[config.mk]
export PLATFORM = sky130hd
export DESIGN_NAME = k285_lane_sync
export DESIGN_NICKNAME = d
export VERILOG_FILES = /design/src/rtl/k285_lane_sync.sv
export SDC_FILE = /design/constraint.sdc
export NUM_CORES = 1
export LEC_CHECK = 0
export BUFFER_PORTS_ARGS = -buffer_cell sky130_fd_sc_hd__buf_2
export CORE_MARGIN = 5
export CORE_UTILIZATION = 51
export DETAILED_ROUTE_END_ITERATION = 8
export PLACE_DENSITY = 0.79
export SETUP_SLACK_MARGIN = 0.4
export SYNTH_ARGS = -nofsm -noshare
export SYNTH_HDL_FRONTEND = slang
export SYNTH_SLANG_ARGS = --single-unit
[constraint.sdc]
create_clock -name clk -period 2.05 [get_ports clk]
set_input_delay 0.3075 -clock clk [delete_from_list [all_inputs] [get_ports clk]]
set_output_delay 0.3075 -clock clk [all_outputs]
set_load 0.01 [all_outputs]
[src/rtl/k285_lane_sync.sv]
// k285_lane_sync: per-lane K28.5 comma detector and LOS/ACQ/SYNC state
// machine, placed between the 8b/10b decoder and the receive framer.
// Data and K flags are passed through with one cycle of latency.
//
// Optional feature macro: K285_COMMA_STRIP_EN
//   defined   -> a comma sampled while a lane is already in SYNC is flagged
//                rx_valid=0 so downstream logic can drop idle commas.
//   undefined -> rx_valid is simply the registered enb on every lane.
//
// Handshake: enb is a symbol-valid qualifier with no back-pressure. A symbol
// is consumed on every rising edge where enb=1. With enb=0 all lane state and
// the data/K registers hold, and rx_valid/k285 read 0 on the next cycle.
module k285_lane_sync #(
  parameter int          LANES    = 4,
  parameter logic [7:0]  COMMA    = 8'hBC,
  parameter int          LOCK_CNT = 4,
  parameter int          LOSS_CNT = 4
) (
  input  logic                 clk,
  input  logic                 rst,
  input  logic                 enb,
  input  logic [8*LANES-1:0]   rx_DataE,
  input  logic [LANES-1:0]     control_dk,
  input  logic [LANES-1:0]     code_err,
  output logic [8*LANES-1:0]   rx_DataS,
  output logic [LANES-1:0]     s_control_dk,
  output logic [LANES-1:0]     rx_valid,
  output logic [LANES-1:0]     k285,
  output logic [LANES-1:0]     sync,
  output logic                 all_sync
);

  localparam int MAXC = (LOCK_CNT > LOSS_CNT) ? LOCK_CNT : LOSS_CNT;
  localparam int CW   = $clog2(MAXC + 1);
  localparam logic [CW-1:0] LOCK_LAST = CW'(LOCK_CNT);
  localparam logic [CW-1:0] LOSS_LAST = CW'(LOSS_CNT);
  localparam logic [CW-1:0] CNT_ONE   = CW'(1);

  typedef enum logic [1:0] {
    ST_LOS  = 2'd0,
    ST_ACQ  = 2'd1,
    ST_SYNC = 2'd2
  } state_e;

  // Per-lane state and counter; kept as a struct so a checker can bind to it.
  typedef struct packed {
    state_e          state;
    logic [CW-1:0]   cnt;
  } lane_dbg_t;

  lane_dbg_t lane_q [LANES];
  lane_dbg_t lane_d [LANES];

  logic [LANES-1:0]   comma;
  logic [LANES-1:0]   err_v;
  logic [LANES-1:0]   strip;
  logic [LANES-1:0]   sync_d;
  logic [LANES-1:0]   valid_d;
  logic [CW-1:0]      cnt_inc [LANES];

  logic [8*LANES-1:0] data_q;
  logic [LANES-1:0]   dk_q;
  logic [LANES-1:0]   valid_q;
  logic [LANES-1:0]   k285_q;
  logic [LANES-1:0]   sync_q;
  logic               all_sync_q;

  // Per-lane comma qualification and LOS/ACQ/SYNC next-state selection.
  always_comb begin
    comma  = '0;
    err_v  = '0;
    strip  = '0;
    sync_d = '0;
    for (int i = 0; i < LANES; i++) begin
      lane_d[i]  = lane_q[i];
      // A code error always wins: such a symbol is never a comma.
      comma[i]   = enb && control_dk[i] && !code_err[i] &&
                   (rx_DataE[8*i +: 8] == COMMA);
      err_v[i]   = enb && code_err[i];
      // Saturate instead of wrapping, even though the thresholds keep cnt low.
      cnt_inc[i] = (lane_q[i].cnt == '1) ? lane_q[i].cnt : lane_q[i].cnt + CNT_ONE;
      case (lane_q[i].state)
        ST_LOS: begin
          if (comma[i]) begin
            if (LOCK_CNT == 1) begin
              lane_d[i].state = ST_SYNC;
              lane_d[i].cnt   = '0;
            end else begin
              lane_d[i].state = ST_ACQ;
              lane_d[i].cnt   = CNT_ONE;
            end
          end
        end
        ST_ACQ: begin
          if (err_v[i]) begin
            lane_d[i].state = ST_LOS;
            lane_d[i].cnt   = '0;
          end else if (comma[i]) begin
            if (cnt_inc[i] == LOCK_LAST) begin
              lane_d[i].state = ST_SYNC;
              lane_d[i].cnt   = '0;
            end else begin
              lane_d[i].cnt   = cnt_inc[i];
            end
          end
        end
        ST_SYNC: begin
          if (err_v[i]) begin
            if (cnt_inc[i] == LOSS_LAST) begin
              lane_d[i].state = ST_LOS;
              lane_d[i].cnt   = '0;
            end else begin
              lane_d[i].cnt   = cnt_inc[i];
            end
          end else if (enb) begin
            // Any clean symbol breaks the consecutive-error run.
            lane_d[i].cnt = '0;
          end
        end
        default: begin
          lane_d[i].state = ST_LOS;
          lane_d[i].cnt   = '0;
        end
      endcase
`ifdef K285_COMMA_STRIP_EN
      strip[i]  = comma[i] && (lane_q[i].state == ST_SYNC);
`endif
      sync_d[i] = (lane_d[i].state == ST_SYNC);
    end
    valid_d = {LANES{enb}} & ~strip;
  end

  // Register lane state, pass-through data and all per-lane flags.
  always_ff @(posedge clk) begin
    if (rst) begin
      for (int i = 0; i < LANES; i++) begin
        lane_q[i].state <= ST_LOS;
        lane_q[i].cnt   <= '0;
      end
      data_q     <= '0;
      dk_q       <= '0;
      valid_q    <= '0;
      k285_q     <= '0;
      sync_q     <= '0;
      all_sync_q <= 1'b0;
    end else begin
      for (int i = 0; i < LANES; i++) begin
        lane_q[i] <= lane_d[i];
      end
      if (enb) begin
        data_q <= rx_DataE;
        dk_q   <= control_dk;
      end
      valid_q    <= valid_d;
      k285_q     <= comma;
      sync_q     <= sync_d;
      all_sync_q <= &sync_d;
    end
  end

  assign rx_DataS     = data_q;
  assign s_control_dk = dk_q;
  assign rx_valid     = valid_q;
  assign k285         = k285_q;
  assign sync         = sync_q;
  assign all_sync     = all_sync_q;

endmodule
==> summary.md <==
The flow ran to the end, and the final reports show no timing, DRC or antenna violations. Setup repair after global routing could not meet its margin everywhere. The number of top-level design ports was 92; the count of cells along the worst hold path was 3. The tools report the final worst hold slack as 213 ps.

Between clock sinks in the finished design, the worst skew comes to 6.24 ps. Summed over all layers, the global routing overflow is 0. At the pin with the least slew margin, the transition time is 449 ps.

Walking the worst path, the cells encountered are ha_4 -> nor4bb_4 -> a211oi_2 -> buf_4 -> o211ai_1 -> o21a_1 -> nor3_1. The number of slew-limit violations in the final report is 0, and the overall power after layout is 2.81 mW. Number of buffer and inverter instances along the worst setup path: 1. The cell family contributing the most delay on the critical path is flip-flops. The number of routed nets with antenna violations was 0; the floorplan die height was 87.9 um. The cell with the largest stage delay on the worst path is sky130_fd_sc_hd__edfxtp_1.

The number of setup violations in the final report is 0. The largest family of logic cells by synthesized area was simple AND/OR/NAND/NOR gates. The netlist uses 51 different library cells. The count of cell instances traversed by the critical path came out at 7.

The post-synth net total came out at 379. Of the total power, registers draw 49.0%. The tools report the standby leakage power as 1.80 nW. The number of levels the H-tree was split into was 3; the share of flip-flops with an asynchronous set or reset after synthesis was 0%. The number of synthesized register bits works out to 66. The later pin in the worst-skew pair is clocked with a latency of 340 ps. The clock passes through at most 2 buffers. The worst path uses 84.6% of the clock period. Global routing used 20.5% of the available tracks across all layers. Clock-pin slew on the worst setup and hold paths: 70 ps. After Yosys synthesis, XOR and XNOR cells account for 2.26% of the synthesized area. The number of standard cells after synthesis is 332, and the internal power is 2.09 mW. Measured against the total synthesized area, the mux share comes to 12.0%. Number of CTS-inserted buffers: 9. The share of the Yosys chip area taken by registers is 44.6%. Entering global routing, the biggest net connects 29 pins. TritonCTS built the clock tree. Measured along the x axis, the die boundary spans 87.9 um. The cell depth of the worst flop-to-flop path was 7.

Of the total power, the share spent switching nets is 25.5%. The category of the worst setup path launch point was a flop. The repair_antennas step left the layout with diodes totalling 0. In the global route stage, met3 resource usage came out at 6.68%.

Dividing total power by cell area gives a power density of 688 mW/mm^2. The final routed wire length divided by cell count works out to 15.9 um. The most frequent standard cell in the layout excluding fill and tap cells is sky130_fd_sc_hd__buf_2.

The first routing iteration left 159 violations. The largest single stage delay on the critical path is 450 ps. Summed over all layers, the routed wires come to 8.04 mm. Detailed routing inserted a total of 2831 vias.

The area enclosed by the die boundary was 0.00772 sq mm. After synthesis the cells add up to 0.00309 sq mm. Port buffering added 91 buffers.

For this run, design rule violations remaining after detail routing come to 0. Via count normalized by instance count: 5.59. Derived from the worst setup path, the maximum achievable clock frequency is 577 MHz. The reported net switching power is 0.715 mW, and the layout overhead on the synthesized area is 31.8%.

The number of warning messages in the yosys log is 0. The final-stage net count came out at 473. The wire-length estimate of the detail-placed layout is 5.54 mm. Excluding fillers, the count of instances in the completed layout stands at 506. Wire length of the first global-routing pass: 12.5 mm.

The worst slew margin relative to its limit is 69.7%, and the compound-cell area share of the yosys netlist is 12.6%. Among all flip-flop cells after synthesis, the most frequent one is sky130_fd_sc_hd__dfxtp_1. Critical path data arrival time: 1960 ps. The nature of the critical path endpoint is a flop. Routability-driven placement finished with a final weighted congestion of 0.856. The adder-cell area share of the yosys netlist was 1.94%. The total area inside the core boundary comes to 0.00592 sq mm. The run gives 4 as the iteration count of the initial detailed-routing pass. Leaving out fill and tap cells, the most frequent cells in the layout are sky130_fd_sc_hd__buf_2 (91), sky130_fd_sc_hd__dfxtp_1 (56), sky130_fd_sc_hd__nor2_1 (50), sky130_fd_sc_hd__mux2i_1 (37), sky130_fd_sc_hd__nand2_1 (19). The tools report the clock sink total as 66. For the number of core rows, the log shows 28. The logs give 24.7% for the global routing usage on met1 and 2270 ps for the critical path data required time.

The number of enable-type register cells in the synthesized netlist works out to 6. Combinational logic is responsible for 11.6% of the overall power. The logs give 0 for the number of hold-repair buffers added at the cts stage and 0 for the number of hold violations in the final report. The smallest clock period supported by the final layout is computed as 1730 ps. After Yosys synthesis, and, or, nand and nor cells account for 22.4% of the synthesized area.

The share of cells above drive strength 1 was 36.4%; the starting density of the core was 52.3%. In this run the worst path has a maximum fanout of 4. The initial antenna violation count is 0. The average instance in the mapped netlist occupies 9.32 sq um. Across the run, the number of max-cap violations was 0. The number of global-route vias before repair came out at 2762. In this run, the clock network consumes 39.4% of the power.

In this run the most used layer during global routing was met2. Summed over all failing endpoints, the final setup total negative slack is 0 ps. The root cell of the clock tree was sky130_fd_sc_hd__clkbuf_8. Global routing consumed, on the met2 layer, 33.2% of the routing resources.

The min-delay analysis places its worst path in the category input port to flop. The logs give 0.601 mV for the highest ir drop seen on vdd and 484 for the number of placed cells counting well taps. By startpoint and endpoint, the worst setup path is classified as flop to flop.
state kept, by name, summed over array words and instances (netlist names):
name	cells
rx_DataS	32
lane_q	20
k285	4
s_control_dk	4
sync	4
all_sync	1
rx_valid	1
worst paths after layout:
kind	start	end	slack, ps
min	rx_DataE[9]	rx_DataS[9]$_SDFFE_PP0P_	210
max reg2reg	lane_q[1][0]$_SDFFCE_PP0P_	lane_q[1][3]$_SDFF_PP0_	320
min reg2reg	rx_DataS[11]$_SDFFE_PP0P_	rx_DataS[11]$_SDFFE_PP0P_	490
max	lane_q[1][0]$_SDFFCE_PP0P_	lane_q[1][3]$_SDFF_PP0_	320
stage by stage:
stage	cell area, sq um	setup slack, ps	util, %
6_report	4080	315	68.9
5_1_grt	4080	168	68.9
4_1_cts	3950	307	66.7
3_5_place_dp	3660	20.3	61.9
3_3_place_gp	3660	89.5	61.9
2_1_floorplan	3160	329	-
area by class of cell:
class | instances | area (sq um)
fill | 464 | 1840
multi-input combinational | 237 | 1790
sequential | 66 | 1390
timing repair buffer | 108 | 583
clock buffer | 10 | 138
tap | 75 | 93.8
clock inverter | 6 | 63.8
inverter | 4 | 15.0
worst reg2reg max path, cell delays in order (launching register included):
cell and delay, ps:
sky130_fd_sc_hd__edfxtp_1 450, sky130_fd_sc_hd__ha_4 300, sky130_fd_sc_hd__nor4bb_4 280, sky130_fd_sc_hd__a211oi_2 80, sky130_fd_sc_hd__buf_4 170, sky130_fd_sc_hd__o211ai_1 160
sky130_fd_sc_hd__o21a_1 140, sky130_fd_sc_hd__nor3_1 40
synthesized netlist by cell type (2+ instances only):
master                       n  share of area, %
sky130_fd_sc_hd__nand4bb_1   4               1.5
sky130_fd_sc_hd__buf_2       4              0.65
sky130_fd_sc_hd__edfxtp_1    6               5.8
sky130_fd_sc_hd__nor2_1     52               6.3
sky130_fd_sc_hd__a211oi_1    4              0.97
sky130_fd_sc_hd__mux2i_1    37                12
sky130_fd_sc_hd__nor2b_1     5               1.0
sky130_fd_sc_hd__a21oi_1    19               3.1
sky130_fd_sc_hd__o21a_1      4              0.97
sky130_fd_sc_hd__o311ai_0    2              0.57
sky130_fd_sc_hd__o211ai_1    2              0.49
sky130_fd_sc_hd__o221ai_1    2              0.57
sky130_fd_sc_hd__inv_1       4              0.49
sky130_fd_sc_hd__nor4_1      2              0.40
sky130_fd_sc_hd__o32ai_1     2              0.57
sky130_fd_sc_hd__or4_1       2              0.49
sky130_fd_sc_hd__nand3b_1    3              0.73
sky130_fd_sc_hd__nand4b_1    4               1.1
sky130_fd_sc_hd__xor2_1      4               1.1
sky130_fd_sc_hd__nor3b_1     5               1.2
sky130_fd_sc_hd__and3_1      4              0.81
sky130_fd_sc_hd__nand3_1     6              0.97
sky130_fd_sc_hd__o22ai_1     2              0.40
sky130_fd_sc_hd__dfxtp_1    60                39
sky130_fd_sc_hd__ha_1        4               1.6
sky130_fd_sc_hd__xnor2_1     4               1.1
sky130_fd_sc_hd__a32oi_1     2              0.57
sky130_fd_sc_hd__nor3_1      5              0.81
sky130_fd_sc_hd__nand2b_1    5               1.0
sky130_fd_sc_hd__buf_4       4              0.97
sky130_fd_sc_hd__clkbuf_1   15               1.8
sky130_fd_sc_hd__o21ai_0    10               1.6
sky130_fd_sc_hd__buf_1       2              0.24
sky130_fd_sc_hd__nor4_2      2              0.81
sky130_fd_sc_hd__nor4bb_1    4               1.3
sky130_fd_sc_hd__nand2_1    20               2.4
sky130_fd_sc_hd__or3_1       2              0.40
per-layer routing:
| metal | share of wire [%] | routed length [um] | vias to the layer above |
|---|---|---|---|
| met1 | 42 | 3410 | 1351 |
| met5 | 0 | 0 | - |
| li1 | - | - | 1384 |
| met2 | 49 | 3960 | 80 |
| met3 | 6.4 | 513 | 16 |
| met4 | 1.9 | 152 | 0 |
kinds of logic after synthesis:
kind of cell,count (synthesis)
mux,37
simple gates,128
flops,66
xor+xnor,8
buf+inv,29
fa+ha+maj,5
compound gates,59
power groups by stage:
stage	Combinational, mW	Sequential (mW)	Clock [mW]
floorplan	0.150	1.43	0
global placement	0.292	1.40	0
detailed placement	0.298	1.41	0
CTS	0.309	1.38	1.12
global route	0.353	1.38	1.18
finish	0.325	1.38	1.11
repair_timing:
item / 4_1_cts / 5_1_grt
endpoints found under the setup margin: 15 / 20
resized for setup: 14 / 22
buffers inserted: 3 / 3
pin swaps: 3 / 5
(Power assumes the default switching activity.)
